===== src/rtl/bulk_in_packetiser_pkg.sv =====
// -----------------------------------------------------------------------------
// bulk_in_packetiser_pkg
//   Shared definitions for the bulk IN packetiser.
//   Contents: DATAx PID constants, the packetiser FSM state type and a helper
//   that maps the data-toggle bit onto its PID.
// -----------------------------------------------------------------------------
package bulk_in_packetiser_pkg;

  localparam logic [3:0] PID_DATA0 = 4'h3;
  localparam logic [3:0] PID_DATA1 = 4'hB;

  typedef enum logic [1:0] {
    ST_IDLE     = 2'd0,
    ST_FILL     = 2'd1,
    ST_SEND     = 2'd2,
    ST_WAIT_ACK = 2'd3
  } state_t;

  function automatic logic [3:0] pid_for(input logic toggle);
    return toggle ? PID_DATA1 : PID_DATA0;
  endfunction

endpackage


===== src/rtl/bulk_in_packetiser_pkt_buffer_ram.sv =====
// -----------------------------------------------------------------------------
// bulk_in_packetiser_pkt_buffer_ram
//   Simple dual-port packet retry buffer, one write port and one read port,
//   registered read output (maps onto block RAM).
//   Ports:
//     clock      in   clock for both ports
//     i_wr_en    in   write strobe
//     i_wr_addr  in   write address
//     i_wr_data  in   write data
//     i_rd_en    in   read strobe; o_rd_data holds its value when low
//     i_rd_addr  in   read address
//     o_rd_data  out  data read on the previous enabled cycle
// -----------------------------------------------------------------------------
module bulk_in_packetiser_pkt_buffer_ram #(
  parameter int WIDTH = 8,
  parameter int ABITS = 9
) (
  input  logic             clock,
  input  logic             i_wr_en,
  input  logic [ABITS-1:0] i_wr_addr,
  input  logic [WIDTH-1:0] i_wr_data,
  input  logic             i_rd_en,
  input  logic [ABITS-1:0] i_rd_addr,
  output logic [WIDTH-1:0] o_rd_data
);

  logic [WIDTH-1:0] r_mem [0:(1<<ABITS)-1];
  logic [WIDTH-1:0] r_rd_data;

  always_ff @(posedge clock) begin
    if (i_wr_en) begin
      r_mem[i_wr_addr] <= i_wr_data;
    end
    if (i_rd_en) begin
      r_rd_data <= r_mem[i_rd_addr];
    end
  end

  assign o_rd_data = r_rd_data;

endmodule


===== src/rtl/bulk_in_packetiser.sv =====
// -----------------------------------------------------------------------------
// bulk_in_packetiser
//   Prefetches up to MAX_PACKET_SIZE bytes from the bulk IN endpoint FIFO into
//   a retry buffer and answers IN tokens with DATA0/DATA1 packets, NAK when no
//   packet is ready, and a trailing zero-length packet when a transfer ends
//   exactly on a packet boundary. Packets are replayed unchanged after a
//   handshake timeout.
//   Ports:
//     clock, reset                    clock and synchronous active-high reset
//     bulk_ep_in_has_data_i           upstream has a packet's worth / tlast
//     bulk_ep_in_xfer_o               high while draining upstream
//     bulk_ep_in_tvalid/tready/tlast/tdata   upstream AXIS byte stream
//     in_token_i, ack_i, timeout_i    protocol events (1-cycle pulses)
//     clear_toggle_i                  force next PID to DATA0
//     nak_o                           1-cycle NAK request
//     tx_tvalid/tready/tlast/tkeep/tdata     TX AXIS byte stream
//     tx_pid_o                        PID of the packet being sent
// -----------------------------------------------------------------------------
module bulk_in_packetiser #(
  parameter int MAX_PACKET_SIZE = 512,
  parameter int BUF_ABITS       = 9
) (
  input  logic       clock,
  input  logic       reset,
  input  logic       bulk_ep_in_has_data_i,
  output logic       bulk_ep_in_xfer_o,
  input  logic       bulk_ep_in_tvalid_i,
  output logic       bulk_ep_in_tready_o,
  input  logic       bulk_ep_in_tlast_i,
  input  logic [7:0] bulk_ep_in_tdata_i,
  input  logic       in_token_i,
  input  logic       ack_i,
  input  logic       timeout_i,
  input  logic       clear_toggle_i,
  output logic       nak_o,
  output logic       tx_tvalid_o,
  input  logic       tx_tready_i,
  output logic       tx_tlast_o,
  output logic       tx_tkeep_o,
  output logic [7:0] tx_tdata_o,
  output logic [3:0] tx_pid_o
);

  import bulk_in_packetiser_pkg::*;

  localparam logic [BUF_ABITS:0] C_MAX = (BUF_ABITS+1)'(MAX_PACKET_SIZE);

  state_t             r_state;
  state_t             w_state_next;
  logic [BUF_ABITS:0] r_count;
  logic [BUF_ABITS:0] r_len;
  logic [BUF_ABITS:0] r_rd_addr;
  logic [BUF_ABITS:0] w_count_inc;
  logic               r_pending;
  logic               r_zlp_pending;
  logic               r_toggle;
  logic               r_zlp_mode;
  logic               r_tx_valid;
  logic               r_tx_last;
  logic               r_nak;
  logic [3:0]         r_pid;
  logic               w_fill_beat;
  logic               w_fill_end;
  logic               w_send_start;
  logic               w_more;
  logic               w_advance;
  logic               w_issue;
  logic               w_nak_next;
  logic [7:0]         w_rd_data;

  assign w_count_inc = r_count + 1'b1;
  assign w_fill_beat = (r_state == ST_FILL) && bulk_ep_in_tvalid_i && bulk_ep_in_tready_o;
  // The TX output register can take a new beat when empty or being drained.
  assign w_advance   = !r_tx_valid || tx_tready_i;
  // A ZLP is a single synthetic beat; otherwise read until len bytes issued.
  assign w_more      = r_zlp_mode ? (r_rd_addr == '0) : (r_rd_addr < r_len);

  always_ff @(posedge clock) begin
    if (reset) begin
      r_state <= ST_IDLE;
    end else begin
      r_state <= w_state_next;
    end
  end

  always_comb begin
    w_state_next = r_state;
    w_send_start = 1'b0;
    w_nak_next   = 1'b0;
    w_fill_end   = 1'b0;
    w_issue      = 1'b0;
    case (r_state)
      ST_IDLE: begin
        if (in_token_i) begin
          if (r_pending || r_zlp_pending) begin
            w_state_next = ST_SEND;
            w_send_start = 1'b1;
          end else begin
            w_nak_next = 1'b1;
          end
        end else if (bulk_ep_in_has_data_i && !r_pending && !r_zlp_pending) begin
          w_state_next = ST_FILL;
        end
      end
      ST_FILL: begin
        w_nak_next = in_token_i;
        if (w_fill_beat && (bulk_ep_in_tlast_i || (w_count_inc == C_MAX))) begin
          w_fill_end   = 1'b1;
          w_state_next = ST_IDLE;
        end
      end
      ST_SEND: begin
        w_issue = w_advance && w_more;
        if (r_tx_valid && tx_tready_i && r_tx_last) begin
          w_state_next = ST_WAIT_ACK;
        end
      end
      ST_WAIT_ACK: begin
        if (ack_i || timeout_i) begin
          w_state_next = ST_IDLE;
        end
      end
      default: w_state_next = ST_IDLE;
    endcase
  end

  always_ff @(posedge clock) begin
    if (reset) begin
      r_count       <= '0;
      r_len         <= '0;
      r_rd_addr     <= '0;
      r_pending     <= 1'b0;
      r_zlp_pending <= 1'b0;
      r_toggle      <= 1'b0;
      r_zlp_mode    <= 1'b0;
      r_tx_valid    <= 1'b0;
      r_tx_last     <= 1'b0;
      r_nak         <= 1'b0;
      r_pid         <= 4'h0;
    end else begin
      r_nak <= w_nak_next;

      if (r_state == ST_IDLE) begin
        r_count <= '0;
      end else if (w_fill_beat) begin
        r_count <= w_count_inc;
      end

      if (w_fill_end) begin
        r_pending     <= 1'b1;
        r_len         <= w_count_inc;
        // A transfer ending exactly on a full packet owes the host a ZLP.
        r_zlp_pending <= bulk_ep_in_tlast_i && (w_count_inc == C_MAX);
      end

      if (w_send_start) begin
        r_zlp_mode <= !r_pending;
        r_pid      <= pid_for(r_toggle);
        r_rd_addr  <= '0;
        r_tx_valid <= 1'b0;
        r_tx_last  <= 1'b0;
      end else if ((r_state == ST_SEND) && w_advance) begin
        r_tx_valid <= w_issue;
        if (w_issue) begin
          r_rd_addr <= r_rd_addr + 1'b1;
          r_tx_last <= r_zlp_mode || (r_rd_addr == (r_len - 1'b1));
        end
      end

      if ((r_state == ST_WAIT_ACK) && ack_i) begin
        if (r_zlp_mode) begin
          r_zlp_pending <= 1'b0;
        end else begin
          r_pending <= 1'b0;
        end
        r_toggle <= !r_toggle;
      end

      // Placed last so it overrides an ack flip in the same cycle.
      if (clear_toggle_i) begin
        r_toggle <= 1'b0;
      end
    end
  end

  bulk_in_packetiser_pkt_buffer_ram #(
    .WIDTH (8),
    .ABITS (BUF_ABITS)
  ) u_pkt_buffer_ram (
    .clock     (clock),
    .i_wr_en   (w_fill_beat),
    .i_wr_addr (r_count[BUF_ABITS-1:0]),
    .i_wr_data (bulk_ep_in_tdata_i),
    .i_rd_en   (w_issue && !r_zlp_mode),
    .i_rd_addr (r_rd_addr[BUF_ABITS-1:0]),
    .o_rd_data (w_rd_data)
  );

  assign bulk_ep_in_xfer_o   = (r_state == ST_FILL);
  assign bulk_ep_in_tready_o = (r_state == ST_FILL) && (r_count < C_MAX);
  assign nak_o               = r_nak;
  assign tx_tvalid_o         = r_tx_valid;
  assign tx_tlast_o          = r_tx_valid && r_tx_last;
  assign tx_tkeep_o          = r_tx_valid && !r_zlp_mode;
  assign tx_tdata_o          = tx_tkeep_o ? w_rd_data : 8'h00;
  assign tx_pid_o            = r_pid;

endmodule

===== config.mk =====
export PLATFORM = sky130hd
export DESIGN_NAME = bulk_in_packetiser
export DESIGN_NICKNAME = d
export VERILOG_FILES = /design/src/rtl/bulk_in_packetiser_pkg.sv /design/src/rtl/bulk_in_packetiser_pkt_buffer_ram.sv /design/src/rtl/bulk_in_packetiser.sv
export SDC_FILE = /design/constraint.sdc
export NUM_CORES = 2
export LEC_CHECK = 0
export BUFFER_PORTS_ARGS = -buffer_cell sky130_fd_sc_hd__buf_4
export CAP_MARGIN = 30
export CORE_MARGIN = 2
export CORE_UTILIZATION = 30
export CTS_CLUSTER_SIZE = 12
export DETAILED_ROUTE_END_ITERATION = 16
export PLACE_DENSITY = 0.48
export SYNTH_ARGS = -nofsm -noshare
export SYNTH_HDL_FRONTEND = slang
export SYNTH_SLANG_ARGS = --single-unit

===== constraint.sdc =====
create_clock -name clock -period 4.7 [get_ports clock]
set_input_delay 0 -clock clock [delete_from_list [all_inputs] [get_ports clock]]
set_output_delay 0 -clock clock [all_outputs]
set_load 0.01 [all_outputs]

# Word-level counts from Yosys, hierarchy flattened
# Memory sizes are Yosys's and may differ from the RTL's. A register that Yosys moved wholly into a read port is not among the register bits.
# Index checks and enable logic that the tools add are counted.
[op_classes]
add_sub_neg = 3
multipliers = 0
n_div = 0
order_cmp = 2
n_eq_ne = 10
n_shift = 0
muxes = 27
bitwise_logic = 0
reduce_logical = 32
[ops]
columns = ["operator", "count"]
rows = [
  ["adder 10 x 1 -> 10 bit (second input constant)", 2],
  ["two-way mux 1 bit", 17],
  ["logical AND 1 bit", 15],
  ["two-way mux 2 bit", 6],
  ["equality test 10 bit", 1],
  ["equality test 10 bit (second input constant)", 1],
  ["zero test 10 bit", 1],
  ["< comparator 10 bit", 1],
  ["< comparator 10 bit (second input constant)", 1],
  ["subtractor 10 x 1 -> 10 bit (second input constant)", 1],
  ["two-way mux 8 bit", 1],
  ["case mux 2 bit (4 select lines)", 1],
  ["inequality test 3 bit (second input constant)", 2],
  ["OR reduction 2 bit", 3],
  ["zero test 1 bit", 5],
  ["logical OR 1 bit", 5],
  ["AND reduction 5 bit", 1],
  ["equality test 2 bit (second input constant)", 2],
  ["two-way mux 4 bit", 1],
  ["inequality test 2 bit (second input constant)", 2],
  ["equality test 2 x 1 -> 1 bit (second input constant)", 1],
  ["zero test 2 bit", 1],
  ["inequality test 2 x 1 -> 1 bit (second input constant)", 1],
  ["case mux 1 bit (2 select lines)", 1],
  ["AND reduction 2 bit", 1],
]
[totals]
regBits = 43
latch_bits = 0
ramBits = 4096
mem_bits_ro = 0
input_bits = 18
output_inout_bits = 18
elab_cells = 87
n_memories = 1
[memory_table]
columns = ["memory", "words", "word_bits", "read_ports", "rd_clocked_by_memory_dff", "write_ports", "line_no", "text"]
rows = [
  ["u_pkt_buffer_ram.r_mem", 512, 8, 1, 1, 1, "bulk_in_packetiser_pkt_buffer_ram.sv:27", "logic [WIDTH-1:0] r_mem [0:(1<<ABITS)-1];"],
]

# Depth between registers and ports, before layout
[depth]
ltp_word = 9
ltp_mapped = 15
mapped_depth_nobuf = 10

# Hierarchy
# Synthesis repeated with hierarchy kept, for this count alone.
[unflattened]
cells_unflattened = 8367
hier_area_um2 = 162718.6
[modules_own_cells]
columns = ["mod", "n_inst", "cells_per_inst", "area_per_inst_um2", "seq_area_each_um2"]
rows = [
  ["bulk_in_packetiser_pkt_buffer_ram", 1, 8030, 160007.2, 123238.2],
  ["bulk_in_packetiser", 1, 337, 2711.4, 820.8],
]

# Worst setup path after synthesis
# Ideal clock, no wire load.
[synth_timing]
kind = "register -> register"
start = "register r_rd_addr[0]"
end = "register u_pkt_buffer_ram.r_rd_data[0] (netlist: u_pkt_buffer_ram.o_rd_data[0]) (read register of u_pkt_buffer_ram.r_mem), enable pin"
arrival_time_ns = 3.092
setup_slack_ns = 1.237
stages_incl_launch_ff = 16
n_path_buf = 5
period_less_slack_ns = 3.463
cell_sequence = "dfxtp_1 > buf_6 > buf_6 > buf_6 > inv_1 > buf_1 > ha_1 > nor2b_1 > o21a_1 > o21a_1 > o21a_1 > o21ai_0 > a211o_1 > clkbuf_1 > nand2_1 > nor2_1"
[synth_between]
elab_chain_cells = 5
[synth_rtl]
columns = ["item", "line_no", "text"]
rows = [
  ["start, declared", "bulk_in_packetiser.sv:52", "logic [BUF_ABITS:0] r_rd_addr;"],
  ["start signal, assigned", "bulk_in_packetiser.sv:165", "r_rd_addr <= r_rd_addr + 1'b1;"],
  ["< comparator 10 bit / zero test 10 bit (equally long branches)", "bulk_in_packetiser.sv:76", "assign w_more = r_zlp_mode ? (r_rd_addr == '0) : (r_rd_addr < r_len);"],
  ["two-way mux 1 bit *", "bulk_in_packetiser.sv:76", ""],
  ["logical AND 1 bit *", "bulk_in_packetiser.sv:113", "w_issue = w_advance && w_more;"],
  ["two-way mux 1 bit *", "bulk_in_packetiser.sv:92", "case (r_state)"],
  ["logical AND 1 bit *", "bulk_in_packetiser.sv:194", ".i_rd_en (w_issue && !r_zlp_mode),"],
  ["net u_pkt_buffer_ram.i_rd_en", "bulk_in_packetiser_pkt_buffer_ram.sv:22", "input logic i_rd_en,"],
  ["end, declared", "bulk_in_packetiser_pkt_buffer_ram.sv:28", "logic [WIDTH-1:0] r_rd_data;"],
]
# The timed path passes the listed nets; every way through them passes the cells marked *.
# A chain may end at the register's enable or synchronous reset.

# Worst setup path in the final report
[layout_timing]
start = "register r_state[0]"
end = "memory u_pkt_buffer_ram.r_mem[415][3], enable pin"
[layout_between]
elab_chain_cells = 5
[layout_rtl]
columns = ["item", "line_no", "text"]
rows = [
  ["start, declared", "bulk_in_packetiser.sv:48", "state_t r_state;"],
  ["start signal, assigned", "bulk_in_packetiser.sv:82", "r_state <= w_state_next;"],
  ["equality test 2 x 1 -> 1 bit *", "bulk_in_packetiser.sv:72, bulk_in_packetiser.sv:200", ""],
  ["logical AND 1 bit (on tied branches)", "bulk_in_packetiser.sv:72, bulk_in_packetiser.sv:200", ""],
  ["logical AND 1 bit *", "bulk_in_packetiser.sv:72", "assign w_fill_beat = (r_state == ST_FILL) && bulk_ep_in_tvalid_i && bulk_ep_in_tready_o;"],
  ["two-way mux 1 bit *", "bulk_in_packetiser_pkt_buffer_ram.sv:31", "if (i_wr_en) begin"],
  ["two-way mux 1 bit (not written as such) *", "bulk_in_packetiser_pkt_buffer_ram.sv:32", "r_mem[i_wr_addr] <= i_wr_data;"],
  ["end, declared", "bulk_in_packetiser_pkt_buffer_ram.sv:27", ""],
]
# Every way passes the cells marked *; elsewhere a longest branch is shown, timed or not.

==> summary.txt <==
CTS H-tree lvls -> 5
Synth async-reset ratio -> 0%
DIE WIDTH -> 739 um
Post-synth EDFFs -> 4104
F_max -> 0.222 GHz
Worst-path fanout max -> 18
Post-synthesis xor/xnor area fraction -> 0.151%
CTS tree -> built
Post-DP HPWL -> 322 mm
Vias in the first global route -> 83500
Syn avg cell area -> 21.1 um2
Largest net degree at the start of global routing -> 158
Worst Hold Class -> in -> reg
Initial antenna violation count -> 49
DRC violations left -> 0
Root buffer cell -> clkbuf_16
Pwr dens -> 397 nW/um2
Post-synthesis cell type count -> 75
Min Tclk post-route -> 4.51 ns
Grt total ovfl -> 0
Worst setup margin -> 0.195 ns
Clock sink count -> 4145
Worst EP required -> 5.30 ns
Post-route clock period utilization -> 95.9%
Syn Nets -> 7698
Sequential Power Share -> 54.1%
#FFs+latches synth -> 4145
First-pass GRT wire length -> 699 mm
Yosys synthesis warning count -> 0
Switching Power -> 15.5 mW
Status -> finished clean
Crit end category -> register
Drt first pass iters -> 8
Inst Count DP -> 15000
Die Height -> 739 um
Final hold vios -> 0
Vias per std cell -> 5.20
Reg-to-reg slack, setup -> 0.19 ns
Compound-Gate Fraction of Synth Area -> 2.59%
RSZ-0062 raised after global routing -> false
DRT Wirelength -> 510 mm
Largest family of logic cells by synthesized area -> multiplexers
Max cap viols -> 0
Final nets -> 8349
Slew HR -> 16.1%
Routed wire per std cell -> 32.2 um
Worst-Skew Late Latency -> 1.02 ns
Worst VDD drop -> 0.304 mV
Type of origin of the critical path -> register
Storage element area -> 124000 um2
Clock slew at reported path FFs -> 0.06 ns
Buffers on Ports -> 34
Primary FF master, synth -> edfxtp_1
Comb power frac -> 1.4%
Area of the multi-input gates -> 35300 um2
Initial core utilization -> 30.1%
Io pins -> 36
Filler cells -> 49900
Worst Path Arrival -> 5.11 ns
Post-synthesis sequential area ratio -> 76.6%
Core area -> 537000 um2
Starting DRT DRC Count -> 9728
Antenna Nets Post-Route -> 0
Leak pwr -> 57.1 nW
Final setup fails -> 0
GRT Total Usage -> 18.1%
Clock share of power -> 44.5%
Area grow syn2layout -> 16.6%
Cell area after synthesis -> 162000 um2
Layout Cells excl Fill -> 15900
Layout cells sized above 1 -> 26.9%
Post-Synth Adder-Cell Area -> 0.139%
Synth Instances -> 7662
Setup TNS -> 0 ns
Die ar. -> 546000 um2
Slew at the pin closest to its max-slew limit -> 1.26 ns
Rows -> 269
Synth Area in Simple Gates -> 2.58%
Slew Viols, Final -> 0
Pint -> 59.6 mW
CP Class -> reg -> reg
Max Root-Sink Buffers -> 4
Place WS -> -0.217 ns
Layout Skew -> 0.0940 ns
Multiplexer area fraction after synthesis -> 16.2%
Via count -> 82500
RD Place Congestion -> 0.856
CTS buffer count -> 443
Sw Share -> 20.6%
==> final cells by class <==
class,count,share of cell area (%)
clock buffer,561,6.18
sequential,4145,65.7
tap,7181,4.76
multi-input combinational,3014,18.7
clock inverter,245,1.09
timing repair buffer,688,3.48
antenna,9,0.0119
inverter,21,0.0464
==> Yosys cell counts, drive strengths merged, types with 4 or more instances <==
cell type,count,share of area [%]
a2111oi,13,0.074
a211o,5,0.027
a211oi,51,0.24
a21o,13,0.060
a21oi,119,0.37
a221oi,43,0.24
a222oi,11,0.068
a22o,7,0.038
a22oi,56,0.26
a31oi,20,0.077
a32o,4,0.025
a32oi,7,0.038
and2,21,0.081
and3,12,0.046
buf,285,1.2
clkbuf,197,0.46
dfxtp,41,0.51
edfxtp,4104,76
ha,18,0.14
inv,20,0.046
mux2,39,0.27
mux2i,322,2.0
mux4,1002,14
nand2,194,0.45
nand2b,15,0.058
nand3,31,0.096
nand4,13,0.050
nor2,594,1.4
nor2b,30,0.12
nor3,36,0.11
nor3b,5,0.023
nor4,16,0.062
o211ai,24,0.11
o21a,7,0.032
o21ai,88,0.27
o221ai,34,0.18
o22ai,76,0.29
o31ai,4,0.019
or2,4,0.015
or3,12,0.046
xnor2,15,0.081
xor2,13,0.070
==> per-stage QoR <==
step	instance area [um2]	hold slack (ns)	power (mW)	utilization (%)
after global routing	189000	0.0817	77.0	35.1
after detailed placement	175000	0.174	42.4	32.5
after global placement	174000	0.173	42.4	32.5
after floorplan	162000	0.0766	41.6	-
after CTS	189000	0.0636	75.7	35.1
final	189000	0.134	75.0	35.1
==> routing by layer <==
layer  share of wire [%]  wire, um  vias up  GRT usage [%]
met5              0.0061        31        -              0
met4                 3.4     17200        4           5.56
met3                 7.2     36900      744           3.12
met2                  47    241000     3313           29.3
met1                  42    215000    45100           25.1
li1                    -         -    33300              -
==> power groups by stage <==
stage	Clock (mW)	Sequential, mW	Combinational [mW]
floorplan	0	41.4	0.208
global placement	0	41.4	0.988
detailed placement	0	41.4	1.05
CTS	34.0	40.6	1.07
global route	35.3	40.6	1.12
finish	33.4	40.6	1.05
==> what timing repair did <==
item                                     CTS  global route
resized for setup                          1             0
hold endpoints to repair                2229             0
hold buffers                              33             0
setup buffers                              8             0
endpoints found under the setup margin     1             0
==> worst max-delay path: stages, from the launching register on <==
cell and delay, ns:
dfxtp_1 0.51, nor2b_1 0.53, nor2b_1 0.41, and2_1 0.22
and3_1 0.49, nand2_4 0.66, buf_4 0.47, nor2_1 0.75
==> cells by family after synthesis <==
group           after synthesis
fa+ha+maj                    18
buf+inv                     503
mux                        1363
other cells                   1
xor+xnor                     28
simple gates                992
flops                      4145
compound gates              612
==> final timing paths <==
path	cells after the start	from	to
max	7	r_state[0]$_SDFFE_PP0P_	u_pkt_buffer_ram.r_mem[415][3]$_DFFE_PP_
min	4	bulk_ep_in_tlast_i	r_zlp_pending$_SDFF_PP0_
max reg2reg	7	r_state[0]$_SDFFE_PP0P_	u_pkt_buffer_ram.r_mem[415][3]$_DFFE_PP_
min reg2reg	1	r_pending$_SDFF_PP0_	r_zlp_mode$_SDFFE_PP0P_
==> placed cells by master, fill, tap and decap left out, drive strengths merged, types with 9 or more instances in the layout <==
| master | n |
|---|---|
| edfxtp | 4104 |
| buf | 654 |
| nor2b | 30 |
| nor3 | 36 |
| xnor2 | 15 |
| a21o | 13 |
| clkbuf | 561 |
| nand2 | 194 |
| a211oi | 51 |
| o221ai | 34 |
| nand4 | 13 |
| mux2 | 39 |
| dlygate4sd3 | 33 |
| bufinv | 22 |
| or3 | 12 |
| mux4 | 1002 |
| mux2i | 322 |
| nor2 | 594 |
| nand3 | 31 |
| and2 | 21 |
| a22oi | 56 |
| a31oi | 20 |
| a222oi | 11 |
| nand2b | 15 |
| dfxtp | 41 |
| o21ai | 88 |
| ha | 18 |
| diode | 9 |
| o22ai | 76 |
| a2111oi | 13 |
| nor4 | 16 |
| a221oi | 43 |
| clkinv | 210 |
| xor2 | 13 |
| a21oi | 119 |
| o211ai | 24 |
| and3 | 12 |
| inv | 30 |
==> sequential cells by signal (all words and copies together), names as in the netlist <==
register / cells
r_len: 10
tx_pid_o: 2
u_pkt_buffer_ram.o_rd_data: 8
r_tx_last: 1
u_pkt_buffer_ram.r_mem: 4096
r_zlp_pending: 1
r_state: 2
r_toggle: 1
tx_tvalid_o: 1
nak_o: 1
r_pending: 1
r_count: 10
r_rd_addr: 10
r_zlp_mode: 1
(Power assumes the default switching activity.)
